==> src/rtl/gb_mem_arbiter.sv <==
// N-master arbiter and router for the GBC memory map: one registered slave bus,
// one-hot region selects, echo-RAM translation, region permission and same-port errors.
module gb_mem_arbiter #(
  parameter int NUM_MASTERS = 4,
  parameter int ARB_MODE = 0,
  parameter logic [6*NUM_MASTERS-1:0] ALLOWED_MASK = {NUM_MASTERS{6'b111111}},
  localparam int MW = (NUM_MASTERS > 1) ? $clog2(NUM_MASTERS) : 1
) (
  input  logic                       I_CLK,
  input  logic                       I_RESET,
  input  logic [16*NUM_MASTERS-1:0]  I_M_ADDR,
  input  logic [8*NUM_MASTERS-1:0]   I_M_WDATA,
  input  logic [NUM_MASTERS-1:0]     I_M_WE_L,
  input  logic [NUM_MASTERS-1:0]     I_M_RE_L,
  output logic [8*NUM_MASTERS-1:0]   O_M_RDATA,
  output logic [NUM_MASTERS-1:0]     O_M_ACK,
  output logic [15:0]                O_SLV_ADDR,
  output logic [7:0]                 O_SLV_WDATA,
  output logic                       O_SLV_WE_L,
  output logic                       O_SLV_RE_L,
  output logic [5:0]                 O_SLV_SEL,
  input  logic [47:0]                I_SLV_RDATA,
  output logic                       O_SAME_PORT_ERR,
  output logic                       O_BOUNDARY_ERR,
  output logic [MW-1:0]              O_ERR_MASTER
);

  typedef enum logic [1:0] {ST_IDLE, ST_ACCESS, ST_RESP} state_t;

  state_t                     state_q, state_d;
  logic [MW-1:0]              rr_q, rr_d, gnt_q, gnt_d, err_m_q, err_m_d;
  logic                       is_rd_q, is_rd_d, bnd_q, bnd_d;
  logic [5:0]                 sel_q, sel_d;
  logic [15:0]                addr_q, addr_d;
  logic [7:0]                 wdata_q, wdata_d;
  logic                       we_l_q, we_l_d, re_l_q, re_l_d;
  logic [NUM_MASTERS-1:0]     ack_q, ack_d;
  logic [8*NUM_MASTERS-1:0]   rdata_q, rdata_d;
  logic                       sp_err_q, sp_err_d, bnd_err_q, bnd_err_d;

  logic [NUM_MASTERS-1:0]     pending, both_low;
  logic                       found;
  logic [MW-1:0]              gnt_idx;
  logic [15:0]                m_addr, x_addr;
  logic [5:0]                 region, allowed;
  logic [7:0]                 rd_mux;
  int                         idx;

  // Region decode; an all-zero result marks the unusable FEA0-FEFF hole.
  always_comb begin
    region = 6'b000000;
    x_addr = m_addr;
    if (m_addr < 16'h8000)      region = 6'b000001;
    else if (m_addr < 16'hA000) region = 6'b000010;
    else if (m_addr < 16'hC000) region = 6'b000001;
    else if (m_addr < 16'hE000) region = 6'b000100;
    else if (m_addr < 16'hFE00) begin
      region = 6'b000100;
      x_addr = m_addr - 16'h2000;
    end
    else if (m_addr < 16'hFEA0) region = 6'b001000;
    else if (m_addr < 16'hFF00) region = 6'b000000;
    else if (m_addr < 16'hFF80) region = 6'b010000;
    else if (m_addr == 16'hFFFF) region = 6'b010000;
    else                        region = 6'b100000;
  end

  always_comb begin
    pending  = I_M_WE_L ^ I_M_RE_L;
    both_low = ~I_M_WE_L & ~I_M_RE_L;
    found    = 1'b0;
    gnt_idx  = '0;
    idx      = 0;
    for (int i = 0; i < NUM_MASTERS; i++) begin
      idx = (ARB_MODE == 1) ? ((int'(rr_q) + i) % NUM_MASTERS) : i;
      if (!found && pending[idx]) begin
        found   = 1'b1;
        gnt_idx = MW'(idx);
      end
    end
    m_addr  = I_M_ADDR[16*gnt_idx +: 16];
    allowed = ALLOWED_MASK[6*gnt_idx +: 6];
    rd_mux  = 8'h00;
    for (int r = 0; r < 6; r++)
      if (sel_q[r]) rd_mux = rd_mux | I_SLV_RDATA[8*r +: 8];
  end

  always_comb begin
    state_d   = state_q;
    rr_d      = rr_q;
    gnt_d     = gnt_q;
    is_rd_d   = is_rd_q;
    bnd_d     = bnd_q;
    sel_d     = sel_q;
    addr_d    = addr_q;
    wdata_d   = wdata_q;
    we_l_d    = we_l_q;
    re_l_d    = re_l_q;
    ack_d     = '0;
    rdata_d   = rdata_q;
    sp_err_d  = |both_low;
    bnd_err_d = 1'b0;
    err_m_d   = err_m_q;
    for (int m = NUM_MASTERS - 1; m >= 0; m--)
      if (both_low[m]) err_m_d = MW'(m);
    case (state_q)
      ST_IDLE: begin
        if (found) begin
          state_d = ST_ACCESS;
          gnt_d   = gnt_idx;
          is_rd_d = ~I_M_RE_L[gnt_idx];
          sel_d   = region & allowed;
          bnd_d   = |(region & ~allowed);
          addr_d  = x_addr;
          wdata_d = I_M_WDATA[8*gnt_idx +: 8];
          we_l_d  = ~((I_M_RE_L[gnt_idx]) & (|(region & allowed)));
          re_l_d  = ~((~I_M_RE_L[gnt_idx]) & (|(region & allowed)));
          if (ARB_MODE == 1) rr_d = MW'((int'(gnt_idx) + 1) % NUM_MASTERS);
        end
      end
      ST_ACCESS: begin
        state_d        = ST_RESP;
        ack_d[gnt_q]   = 1'b1;
        if (is_rd_q)
          rdata_d[8*gnt_q +: 8] = (|sel_q) ? rd_mux : 8'hFF;
        sel_d  = 6'b000000;
        we_l_d = 1'b1;
        re_l_d = 1'b1;
        if (bnd_q) begin
          bnd_err_d = 1'b1;
          err_m_d   = gnt_q;
        end
      end
      default: state_d = ST_IDLE;
    endcase
  end

  always_ff @(posedge I_CLK) begin
    if (I_RESET) begin
      state_q   <= ST_IDLE;
      rr_q      <= '0;
      gnt_q     <= '0;
      is_rd_q   <= 1'b0;
      bnd_q     <= 1'b0;
      sel_q     <= 6'b000000;
      addr_q    <= 16'h0000;
      wdata_q   <= 8'h00;
      we_l_q    <= 1'b1;
      re_l_q    <= 1'b1;
      ack_q     <= '0;
      rdata_q   <= {NUM_MASTERS{8'hFF}};
      sp_err_q  <= 1'b0;
      bnd_err_q <= 1'b0;
      err_m_q   <= '0;
    end else begin
      state_q   <= state_d;
      rr_q      <= rr_d;
      gnt_q     <= gnt_d;
      is_rd_q   <= is_rd_d;
      bnd_q     <= bnd_d;
      sel_q     <= sel_d;
      addr_q    <= addr_d;
      wdata_q   <= wdata_d;
      we_l_q    <= we_l_d;
      re_l_q    <= re_l_d;
      ack_q     <= ack_d;
      rdata_q   <= rdata_d;
      sp_err_q  <= sp_err_d;
      bnd_err_q <= bnd_err_d;
      err_m_q   <= err_m_d;
    end
  end

  assign O_M_RDATA       = rdata_q;
  assign O_M_ACK         = ack_q;
  assign O_SLV_ADDR      = addr_q;
  assign O_SLV_WDATA     = wdata_q;
  assign O_SLV_WE_L      = we_l_q;
  assign O_SLV_RE_L      = re_l_q;
  assign O_SLV_SEL       = sel_q;
  assign O_SAME_PORT_ERR = sp_err_q;
  assign O_BOUNDARY_ERR  = bnd_err_q;
  assign O_ERR_MASTER    = err_m_q;

endmodule
==> config.mk <==
export PLATFORM = sky130hd
export DESIGN_NAME = gb_mem_arbiter
export DESIGN_NICKNAME = d
export VERILOG_FILES = /design/src/rtl/gb_mem_arbiter.sv
export SDC_FILE = /design/constraint.sdc
export NUM_CORES = 1
export LEC_CHECK = 0
export ABC_AREA = 1
export BUFFER_PORTS_ARGS = -buffer_cell sky130_fd_sc_hd__buf_2
export CAP_MARGIN = 20
export CORE_UTILIZATION = 43
export CTS_BUF_LIST = sky130_fd_sc_hd__clkbuf_8
export DETAILED_ROUTE_END_ITERATION = 12
export PLACE_DENSITY = 0.86
export SYNTH_ARGS = -nofsm -noshare
export SYNTH_HDL_FRONTEND = slang
export SYNTH_SLANG_ARGS = --single-unit
==> constraint.sdc <==
create_clock -name I_CLK -period 2.1 [get_ports I_CLK]
set_clock_uncertainty 0.05 [all_clocks]
set_input_delay 0.42 -clock I_CLK [delete_from_list [all_inputs] [get_ports I_CLK]]
set_output_delay 0.42 -clock I_CLK [all_outputs]
set_load 0.005 [all_outputs]
==> results of run 1 <==
==> critical path, stage by stage <==
cell	delay, ns
buf_2	0.10
inv_1	0.10
ha_4	0.22
inv_1	0.05
nand2_1	0.05
nand2_2	0.11
nand2_4	0.09
buf_4	0.22
buf_4	0.17
o21ai_0	0.25
o22ai_1	0.12
o21ai_0	0.18
inv_1	0.05
==> cell usage in the layout (no fill, tap or decap), drive strengths merged <==
| cell | synthesis | layout |
|---|---|---|
| a221oi | 8 | 8 |
| conb | 1 | 1 |
| clkinvlp | 0 | 1 |
| o22ai | 9 | 9 |
| nand3b | 6 | 6 |
| bufinv | 0 | 1 |
| clkbuf | 19 | 10 |
| o21ai | 44 | 44 |
| ha | 12 | 12 |
| a31oi | 3 | 3 |
| nor2 | 79 | 79 |
| o32ai | 1 | 1 |
| nor4 | 3 | 3 |
| clkinv | 2 | 3 |
| nor3 | 4 | 4 |
| nand2 | 197 | 197 |
| dfxtp | 76 | 76 |
| buf | 17 | 274 |
| nand3 | 57 | 57 |
| nand4 | 10 | 10 |
| inv | 93 | 95 |
| o21bai | 1 | 1 |
| o211ai | 7 | 7 |
| a21oi | 44 | 44 |
==> cells by family after synthesis <==
logic type,count (synthesis),share of synthesized area (%)
flip-flops,76,34.7
AND/OR/NAND/NOR,356,34.7
adder cells (fa/ha/maj),12,3.42
buffers and inverters,131,11.9
AO/OA/AOI/OAI,117,15.2
other,1,0.0854
==> state kept, by name, indices dropped and copies added, names as in the netlist <==
name / flops
O_ERR_MASTER: 2
O_M_ACK: 4
O_M_RDATA: 32
O_SAME_PORT_ERR: 1
O_SLV_ADDR: 16
O_SLV_RE_L: 1
O_SLV_SEL: 6
O_SLV_WDATA: 8
O_SLV_WE_L: 1
gnt_q: 2
is_rd_q: 1
state_q: 2
==> routing by layer <==
metal  global-route usage, %  share of wire (%)  up-vias
li1                        -                  -     2714
met1                    31.0                 42     2345
met2                    46.8                 48      209
met3                    4.41                7.0       34
met4                    11.2                2.6        0
met5                       0                  0        -
==> power groups by stage <==
stage                     clock network, mW  logic [mW]  registers [mW]
final                                  1.13        1.52            1.64
after global routing                   1.21        1.70            1.66
after CTS                              1.15        1.51            1.64
after detailed placement                  0        1.50            1.68
after global placement                    0        1.48            1.67
after floorplan                           0       0.807            1.69
==> timing repair <==
item / CTS / global route
endpoints found under the hold margin: 0 / 0
setup endpoints to repair: 0 / 6
buffers inserted: 0 / 0
hold buffers: 0 / 0
gates resized for setup: 0 / 3
==> worst paths after layout <==
check / slack, ns / cells past startpoint / from / to
hold / removal: 0.38 / 5 / I_M_WDATA[14] / O_SLV_WDATA[6]
setup reg to reg: 0.33 / 6 / gnt_q[1] / O_M_RDATA[19]
setup / recovery: 0.16 / 13 / I_M_RE_L[2] / O_SLV_WDATA[5]
hold reg to reg: 0.42 / 2 / O_M_RDATA[18] / O_M_RDATA[18]
==> per-stage QoR <==
stage / worst slack [ns] / utilization (%)
after global placement: -0.146 / 60.6
final: 0.159 / 62.8
after global routing: 0.0247 / 62.8
after CTS: 0.151 / 62.6
after detailed placement: -0.201 / 60.6
after floorplan: 0.0855 / -
==> final cells by class <==
| class | count | area [sq um] |
|---|---|---|
| fillers | 928 | 3650 |
| multi-input cells | 486 | 2370 |
| repair buffers | 274 | 1560 |
| flip-flops and latches | 76 | 1520 |
| inverters | 95 | 357 |
| well taps | 133 | 166 |
| clock buffers | 10 | 138 |
| clock inverters | 5 | 60.1 |
==> metrics.cfg, run 1 <==
[cells_and_area]
layout.nets = 1108
design_area_sq_um = 6170
synthToLayoutAreaGrowth_pct = 40.5
finalNonFillerCells = 1079
layout-drive-gt1-share_pct = 32.8
num_antenna_cells = 0

[setup_path]
end_kind = flop
required_ns = 2.31
crit_arrival_ns = 2.15
cp_max_fo = 26
worstSetupPathType = in -> reg
start_kind = input pin

[clock_tree]
insertion_delay_ns = 0.34
cts_root_buf = clkbuf_8
cts_tree = done
numCtsBuffers = 9
cts.clk_slew.worst_paths_ns = 0.09
htree_levels = 3
cts.path.max_buffers = 2
cts_num_sinks = 76

[status]
status = finished clean

[power]
power_frac_seq_pct = 38.3
internal_power_mw = 2.81
leakage_nw = 3.26
powerDensity_nw_per_um2 = 696
p_sw_mw = 1.48
power_mw = 4.29
irDropWorstVdd_v = 0.000395
combPwrFrac_pct = 35.4
swShare_pct = 34.6
power_frac_clock_pct = 26.3

[die]
placementRows = 36
io_pins = 226
die_x_um = 103
dieArea_sq_um = 10600
coreArea_sq_um = 9820
die_y_um = 103
initial_core_util_pct = 44.7

[run]
max-cap-violations = 0

[yosys]
synthTopCellsByArea = dfxtp_1, nand2_1, inv_1
synthCells = 693
synth-edff-count = 0
synth_nets = 859
synth_common_cells = nand2_1, inv_1, dfxtp_1, nor2_1, nand3_1
ys.flop_type = dfxtp_1
ys_ff_latch = 76
yosysSeqAreaShare_pct = 34.7
async_flop_share_pct = 0
yosysWarnings = 0
synth.top_cell.area_share_pct = 34.7
syn-cell-area_sq_um = 4390
avgSynthCellArea_sq_um = 6.34
synth_top_cell_by_area = dfxtp_1
synth.most_common_cell = nand2_1
yosysUniqueCellTypes = 35

[place]
dp.final_hpwl_mm = 11.0
post_dp_cell_area_sq_um = 5950
place.gp.congestion = 0.846
port_buffers = 224
dp.cells = 1064

[detailed_routing]
vias = 5302
wl_per_cell_um = 12.9
drc = 0
first_pass_iters = 5
via_per_inst = 4.91
drt_iter0_markers = 231
postRouteAntennaNets = 0
wirelength_mm = 13.9

[global_route]
grt_max_degree = 28
grt_first_pass_wirelength_mm = 21.5
antenna_found_initial = 0
first_global_vias = 4719
overflow = 0
grt_use_total_pct = 26.3

[sta]
max_slew_margin_pct = 65.3
min_period_ns = 1.94
drv_slew = 0
max_freq_mhz = 515
finalCritPeriodShare_pct = 92.4
finalSetupViolations = 0
holdWs_ns = 0.382
final_hold_viol_count = 0
worst_pin_slew_ns = 0.519
fin_setup_tns_ns = 0
rsz0062_at_grt = false

[hold_path]
hold_path.class = in -> reg

Note: power is estimated with default switching activity, not from simulation.
==> run 2: changes to the inputs <==
--- a/config.mk
+++ b/config.mk
@@ -8,7 +8,9 @@
 export ABC_AREA = 1
 export BUFFER_PORTS_ARGS = -buffer_cell sky130_fd_sc_hd__buf_2
 export CAP_MARGIN = 20
-export CORE_UTILIZATION = 43
+export CELL_PAD_IN_SITES_DETAIL_PLACEMENT = 1
+export CELL_PAD_IN_SITES_GLOBAL_PLACEMENT = 2
+export CORE_UTILIZATION = 21
 export CTS_BUF_LIST = sky130_fd_sc_hd__clkbuf_8
 export DETAILED_ROUTE_END_ITERATION = 12
 export PLACE_DENSITY = 0.86
==> run 2 against run 1 <==
  * Non-clock buffer count is 15 higher
  * Critical path type unchanged
  * Largest power group is now combinational cells
  * Setup slack improved by 0.0013 ns
  * Via count is 0.98% higher
  * Critical path depth did not move
  * Cell count up 14%
  * Sequential power about the same
  * Highest routed layer unchanged
  * Worst hold slack improved by 0.015 ns
  * Global-route usage is 9.9 points lower
  * Routed wire length up 26%
  * Critical endpoint is now O_SLV_SEL[0]
  * Clock power about the same
  * Final area rose by 5.4%
  * Largest cell class unchanged
==> metrics.cfg, run 2 (synthesis gave the netlist of run 1 again) <==
[status]
status = finished clean

[setup_path]
required_ns = 2.29  ; -0.02 ns
worstSetupPathType = in -> reg
rr_endpoint = O_M_RDATA[10]
cpPeakStageDelay_ns = 0.32  ; +0.07 ns
cp_cell_sequence = buf_2, inv_1, ha_1, nor2_1, o21ai_4, inv_2, buf_12, nand3_1, nand2_2, buf_4, inv_1, a31oi_1, o22ai_1
r2r_cells = 7  ; +1
r2r_setup_slack_ns = 0.28  ; -0.05 ns
cp_common_cell = inv_1
start_kind = input pin
crit_arrival_ns = 2.13  ; -0.02 ns
cp_max_fo = 17  ; -35%
end_kind = flop
cp_slowest_cell = ha_1
reg2reg_from = O_SLV_SEL[2]

[clock_tree]
cts.path.max_buffers = 2  ; unchanged
insertion_delay_ns = 0.35  ; about the same
cts_tree = done
cts_resized = 0  ; unchanged
cts_hold_buf = 0  ; unchanged
cts_setup_buffers = 0  ; unchanged
numCtsBuffers = 9  ; unchanged
cts_num_sinks = 76  ; unchanged
cts.clk_slew.worst_paths_ns = 0.09  ; about the same
cts_root_buf = clkbuf_8
htree_levels = 3  ; unchanged

[power]
combPwrFrac_pct = 37.6  ; +2.2 points
p_sw_mw = 1.58  ; +6.4%
power_frac_clock_pct = 25.2  ; -1.1 points
powerDensity_nw_per_um2 = 678  ; -2.5%
power_frac_seq_pct = 37.2  ; -1.1 points
internal_power_mw = 2.83  ; +0.82%
leakage_nw = 3.36  ; +3.1%
swShare_pct = 35.8  ; +1.2 points
power_mw = 4.41  ; +2.8%
irDropWorstVdd_v = 0.000245  ; -38%

[global_route]
grt_use_total_pct = 16.3  ; -9.9 points
grt_max_degree = 36  ; +29%
grt_first_pass_wirelength_mm = 27.9  ; +30%
first_global_vias = 5465  ; +16%
antenna_found_initial = 1  ; +1
overflow = 0  ; unchanged

[sta]
worst_pin_slew_ns = 0.565  ; +0.0465 ns
max_slew_margin_pct = 62.1  ; -3.2 points
final_hold_viol_count = 0  ; unchanged
finalCritPeriodShare_pct = 92.4  ; about the same
finalSetupViolations = 0  ; unchanged
min_period_ns = 1.94  ; -0.00130 ns
rsz0062_at_grt = false
max_freq_mhz = 516  ; about the same
drv_slew = 0  ; unchanged

[detailed_routing]
drc = 0  ; unchanged
first_pass_iters = 6  ; +1
via_per_inst = 4.35  ; -12%
postRouteAntennaNets = 0  ; unchanged
wirelength_mm = 17.5  ; +26%
vias = 5354  ; +0.98%
drt_iter0_markers = 173  ; -25%
wl_per_cell_um = 14.2  ; +10%

[hold_path]
hold_end = O_SLV_WDATA[4]
min_path_cells = 5  ; unchanged
hold_path.class = in -> reg
hp-start = I_M_WDATA[12]

[cells_and_area]
fillers = 2683  ; +190%
finalNonFillerCells = 1232  ; +14%
final_common_cell = buf_2
largest_reg_flops = 32  ; unchanged
layout.nets = 1123  ; +1.4%
final_cell_mix = buf_2, nand2_1, inv_1, dfxtp_1, nor2_1
synthToLayoutAreaGrowth_pct = 48.0
layout-drive-gt1-share_pct = 34.2  ; +1.5 points

[place]
place.gp.congestion = 0.780  ; -7.7%
dp.final_hpwl_mm = 14.5  ; +31%
dp.cells = 1216  ; +14%
port_buffers = 224  ; unchanged

[die]
die_y_um = 147  ; +42%
initial_core_util_pct = 21.6  ; -23 points
io_pins = 226  ; unchanged
dieArea_sq_um = 21500  ; +100%
placementRows = 52  ; +44%
die_x_um = 147  ; +42%
coreArea_sq_um = 20400  ; +110%

[run]
max-cap-violations = 0  ; unchanged

[run 2: cell count changes in the layout (fill, tap and decap cells not counted), moves of 2 or more]
cell | previous run | this run
nand2_2 | 6 | 4
nand3_1 | 56 | 53
inv_6 | 2 | 0
clkinv_4 | 0 | 3
buf_4 | 45 | 57
nand3_2 | 1 | 4
buf_6 | 0 | 2
[run 2: power groups by stage]
stage	Sequential [mW]	Clock [mW]	Combinational [mW]
6_report	1.64	1.11	1.66
3_5_place_dp	1.68	0	1.65
3_3_place_gp	1.67	0	1.63
2_1_floorplan	1.69	0	0.807
5_1_grt	1.66	1.20	1.86
4_1_cts	1.64	1.16	1.66
[run 2: worst max path at each step]
| stage | endpoint | slack [ns] | start | cells past startpoint |
|---|---|---|---|---|
| after floorplan | O_SLV_RE_L | 0.09 | I_M_WE_L[2] | 13 |
| after global placement | O_SLV_SEL[5] | -0.30 | I_M_WE_L[2] | 13 |
| after detailed placement | O_SLV_SEL[5] | -0.30 | I_M_WE_L[2] | 13 |
| after CTS | O_SLV_SEL[5] | 0.04 | I_M_WE_L[2] | 13 |
| after global routing | O_SLV_ADDR[13] | 0.003 | I_M_WE_L[0] | 15 |
| final | O_SLV_SEL[0] | 0.16 | I_M_RE_L[0] | 13 |
[run 2: area by class of cell]
cell class / instances / area (sq um) / share of cell area [%]
diodes: 1 / 2.50 / 0.0385
flip-flops and latches: 76 / 1520 / 23.4
inverters: 95 / 357 / 5.49
clock buffers: 9 / 124 / 1.91
clock inverters: 6 / 66.3 / 1.02
repair buffers: 289 / 1690 / 26.0
multi-input cells: 486 / 2400 / 36.9
well taps: 270 / 338 / 5.20
[run 2: per-layer routing]
layer	GRT usage [%]	share of wire [%]	up-vias	routed length [um]
met5	0	0	-	0
met3	2.72	4.6	16	814
met2	28.4	49	138	8570
met1	20.6	45	2459	7940
li1	-	-	2741	-
met4	4.27	1.1	0	188
[run 2: worst max-delay path: cells and delay by family]
family	cells	cell delay (ns)
buffers and inverters	6	0.54
adders and majority gates	1	0.32
and+or+nand+nor	3	0.39
AOI/OAI and AO/OA	3	0.47
[run 2: through the flow]
step / setup TNS (ns) / instance area [sq um] / hold slack (ns) / utilization (%) / worst slack [ns]
2_1_floorplan: 0 / 4390 / 0.407 / - / 0.0855
3_3_place_gp: -4.31 / 6250 / 0.397 / 30.7 / -0.298
3_5_place_dp: -4.78 / 6250 / 0.404 / 30.7 / -0.304
4_1_cts: 0 / 6440 / 0.389 / 31.6 / 0.0407
5_1_grt: 0 / 6500 / 0.414 / 31.9 / 0.00343
6_report: 0 / 6500 / 0.397 / 31.9 / 0.160
==> run 3: changes to the inputs <==
==> constraint.sdc (replaced) <==
create_clock -name I_CLK -period 2.1 [get_ports I_CLK]
set_clock_uncertainty 0.05 [all_clocks]
set_input_delay 0.42 -clock I_CLK [delete_from_list [all_inputs] [get_ports I_CLK]]
set_output_delay 0.42 -clock I_CLK [all_outputs]
set_load 0.1 [all_outputs]
==> run 3 against run 2 <==
  * Critical path depth up 2
  * Power is 19% higher
  * Maximum frequency shrank 1.0%
  * Highest routed layer unchanged
==> metrics.cfg, run 3 (synthesis gave the netlist of run 1 again) <==
[clock_tree]
cts.path.max_buffers = 2  ; unchanged
cts_hold_buf = 0  ; unchanged
cts_num_sinks = 76  ; unchanged
cts.clk_slew.worst_paths_ns = 0.08  ; about the same
insertion_delay_ns = 0.34  ; about the same
htree_levels = 3  ; unchanged
numCtsBuffers = 9  ; unchanged
cts_tree = done
cts_root_buf = clkbuf_8

[cells_and_area]
finalNonFillerCells = 1227  ; -0.41%
final_common_cell = buf_2
final_util_pct = 31.8  ; -0.16 points
multi_input_area_sq_um = 2400  ; +0.16%
layout-drive-gt1-share_pct = 34.2  ; about the same
ff_latch_area_sq_um = 1520  ; unchanged
fillers = 2663  ; -0.75%
final_cell_mix = buf_2, nand2_1, inv_1, dfxtp_1, nor2_1
synthToLayoutAreaGrowth_pct = 47.3
largest_reg_flops = 32  ; unchanged
layout.nets = 1118  ; -0.45%
design_area_sq_um = 6470  ; -0.50%

[sta]
fin_setup_tns_ns = 0  ; unchanged
finalSetupViolations = 0  ; unchanged
min_period_ns = 1.96  ; +0.0206 ns
fin_ws_ns = 0.140  ; -0.0206 ns
max_slew_margin_pct = 62.5  ; +0.38 points
holdWs_ns = 0.376  ; -0.0212 ns
final_hold_viol_count = 0  ; unchanged
finalCritPeriodShare_pct = 93.4  ; +0.98 points
max_freq_mhz = 510  ; -1.0%
drv_slew = 0  ; unchanged
rsz0062_at_grt = true
worst_pin_slew_ns = 0.559  ; -0.00563 ns

[setup_path]
cp_common_cell = inv_1
critPathBufInv = 6  ; unchanged
cp_cell_sequence = buf_2, inv_1, ha_1, inv_1, nand2_1, nand2_4, nand2_4, buf_12, nand2_1, nand3_1, nand2_2, buf_4, inv_1, a31oi_1, o22ai_1
reg2reg_from = O_SLV_SEL[2]
start_kind = input pin
crit_path_start = I_M_WE_L[2]
cp_slowest_cell = ha_1
crit_family = buffers and inverters
required_ns = 2.27  ; -0.02 ns
end_kind = flop
cpPeakStageDelay_ns = 0.31  ; about the same
crit_arrival_ns = 2.13  ; about the same
cp_max_fo = 20  ; +3
worstSetupPathType = in -> reg

[run]
max-cap-violations = 0  ; unchanged

[die]
placementRows = 52  ; unchanged
die_x_um = 147  ; unchanged
die_y_um = 147  ; unchanged
io_pins = 226  ; unchanged
initial_core_util_pct = 21.6  ; unchanged
coreArea_sq_um = 20400  ; unchanged
dieArea_sq_um = 21500  ; unchanged

[hold_path]
hold_path.class = in -> reg
hp-start = I_M_ADDR[20]

[place]
dp.final_hpwl_mm = 14.4  ; -0.69%
dp.cells = 1211  ; -0.41%
port_buffers = 224  ; unchanged
place.gp.congestion = 0.775  ; -0.71%
dp_slack_ns = -0.328  ; -0.0233 ns
post_dp_cell_area_sq_um = 6200  ; -0.80%

[detailed_routing]
postRouteAntennaNets = 0  ; unchanged
first_pass_iters = 4  ; -2
vias = 5337  ; -0.32%
wirelength_mm = 17.4  ; -0.89%
drc = 0  ; unchanged
wl_per_cell_um = 14.1  ; -0.48%
drt_iter0_markers = 180  ; +4.0%
via_per_inst = 4.35  ; about the same

[global_route]
antenna_found_initial = 1  ; unchanged
grt_first_pass_wirelength_mm = 27.4  ; -1.8%
overflow = 0  ; unchanged
grt_use_total_pct = 16.0  ; -0.34 points
grt_max_degree = 36  ; unchanged
first_global_vias = 5484  ; +0.35%

[power]
leakage_nw = 3.32  ; -1.0%
combPwrFrac_pct = 47.1  ; +9.5 points
internal_power_mw = 2.87  ; +1.3%
swShare_pct = 45.5  ; +9.7 points
irDropWorstVdd_v = 0.000258  ; +5.3%
power_mw = 5.26  ; +19%
power_frac_clock_pct = 21.6  ; -3.6 points
power_frac_seq_pct = 31.2  ; -6.0 points
powerDensity_nw_per_um2 = 813  ; +20%
p_sw_mw = 2.39  ; +52%

[status]
status = finished clean

[run 3: layout make-up]
| type | instances | area share, % |
|---|---|---|
| multi-input combinational | 486 | 37.2 |
| timing repair buffer | 284 | 25.4 |
| sequential | 76 | 23.5 |
| inverter | 95 | 5.51 |
| tap | 270 | 5.22 |
| clock buffer | 11 | 2.34 |
| clock inverter | 4 | 0.754 |
| antenna | 1 | 0.0387 |
[run 3: per-layer routing]
layer / up-vias / part of all wire (%) / global-route usage [%]
met3: 32 / 5.1 / 2.94
li1: 2729 / - / -
met4: 0 / 2.7 / 6.09
met2: 146 / 47 / 27.6
met5: - / 0 / 0
met1: 2430 / 45 / 19.5
[run 3: power groups by stage]
stage	Combinational, mW	Clock (mW)	Sequential, mW
CTS	2.48	1.18	1.64
global route	2.68	1.22	1.66
finish	2.48	1.14	1.64
floorplan	0.815	0	2.53
global placement	2.44	0	1.67
detailed placement	2.47	0	1.68
[run 3: what timing repair did]
item	in CTS	in global routing
gates resized for setup	0	17
endpoints found under the setup margin	0	11
endpoints found under the hold margin	0	0
buffers inserted	0	0
[run 3: worst reg2reg max path: stages, from the launching register on]
cell	delay [ns]
dfxtp_1	0.32
nor4_1	0.39
nand3_2	0.29
nand4_1	0.28
nand2_1	0.10
nor2_1	0.18
nand2_1	0.08
nand2_1	0.06
[run 3: path summary, 6_finish.rpt]
check	depth (start not counted)	slack (ns)	endpoint
worst max-delay path	15	0.14	O_SLV_SEL[0]
worst min-delay path	5	0.38	O_SLV_ADDR[4]
worst max register to register	7	0.31	O_M_RDATA[10]
worst min register to register	2	0.42	O_SLV_ADDR[15]
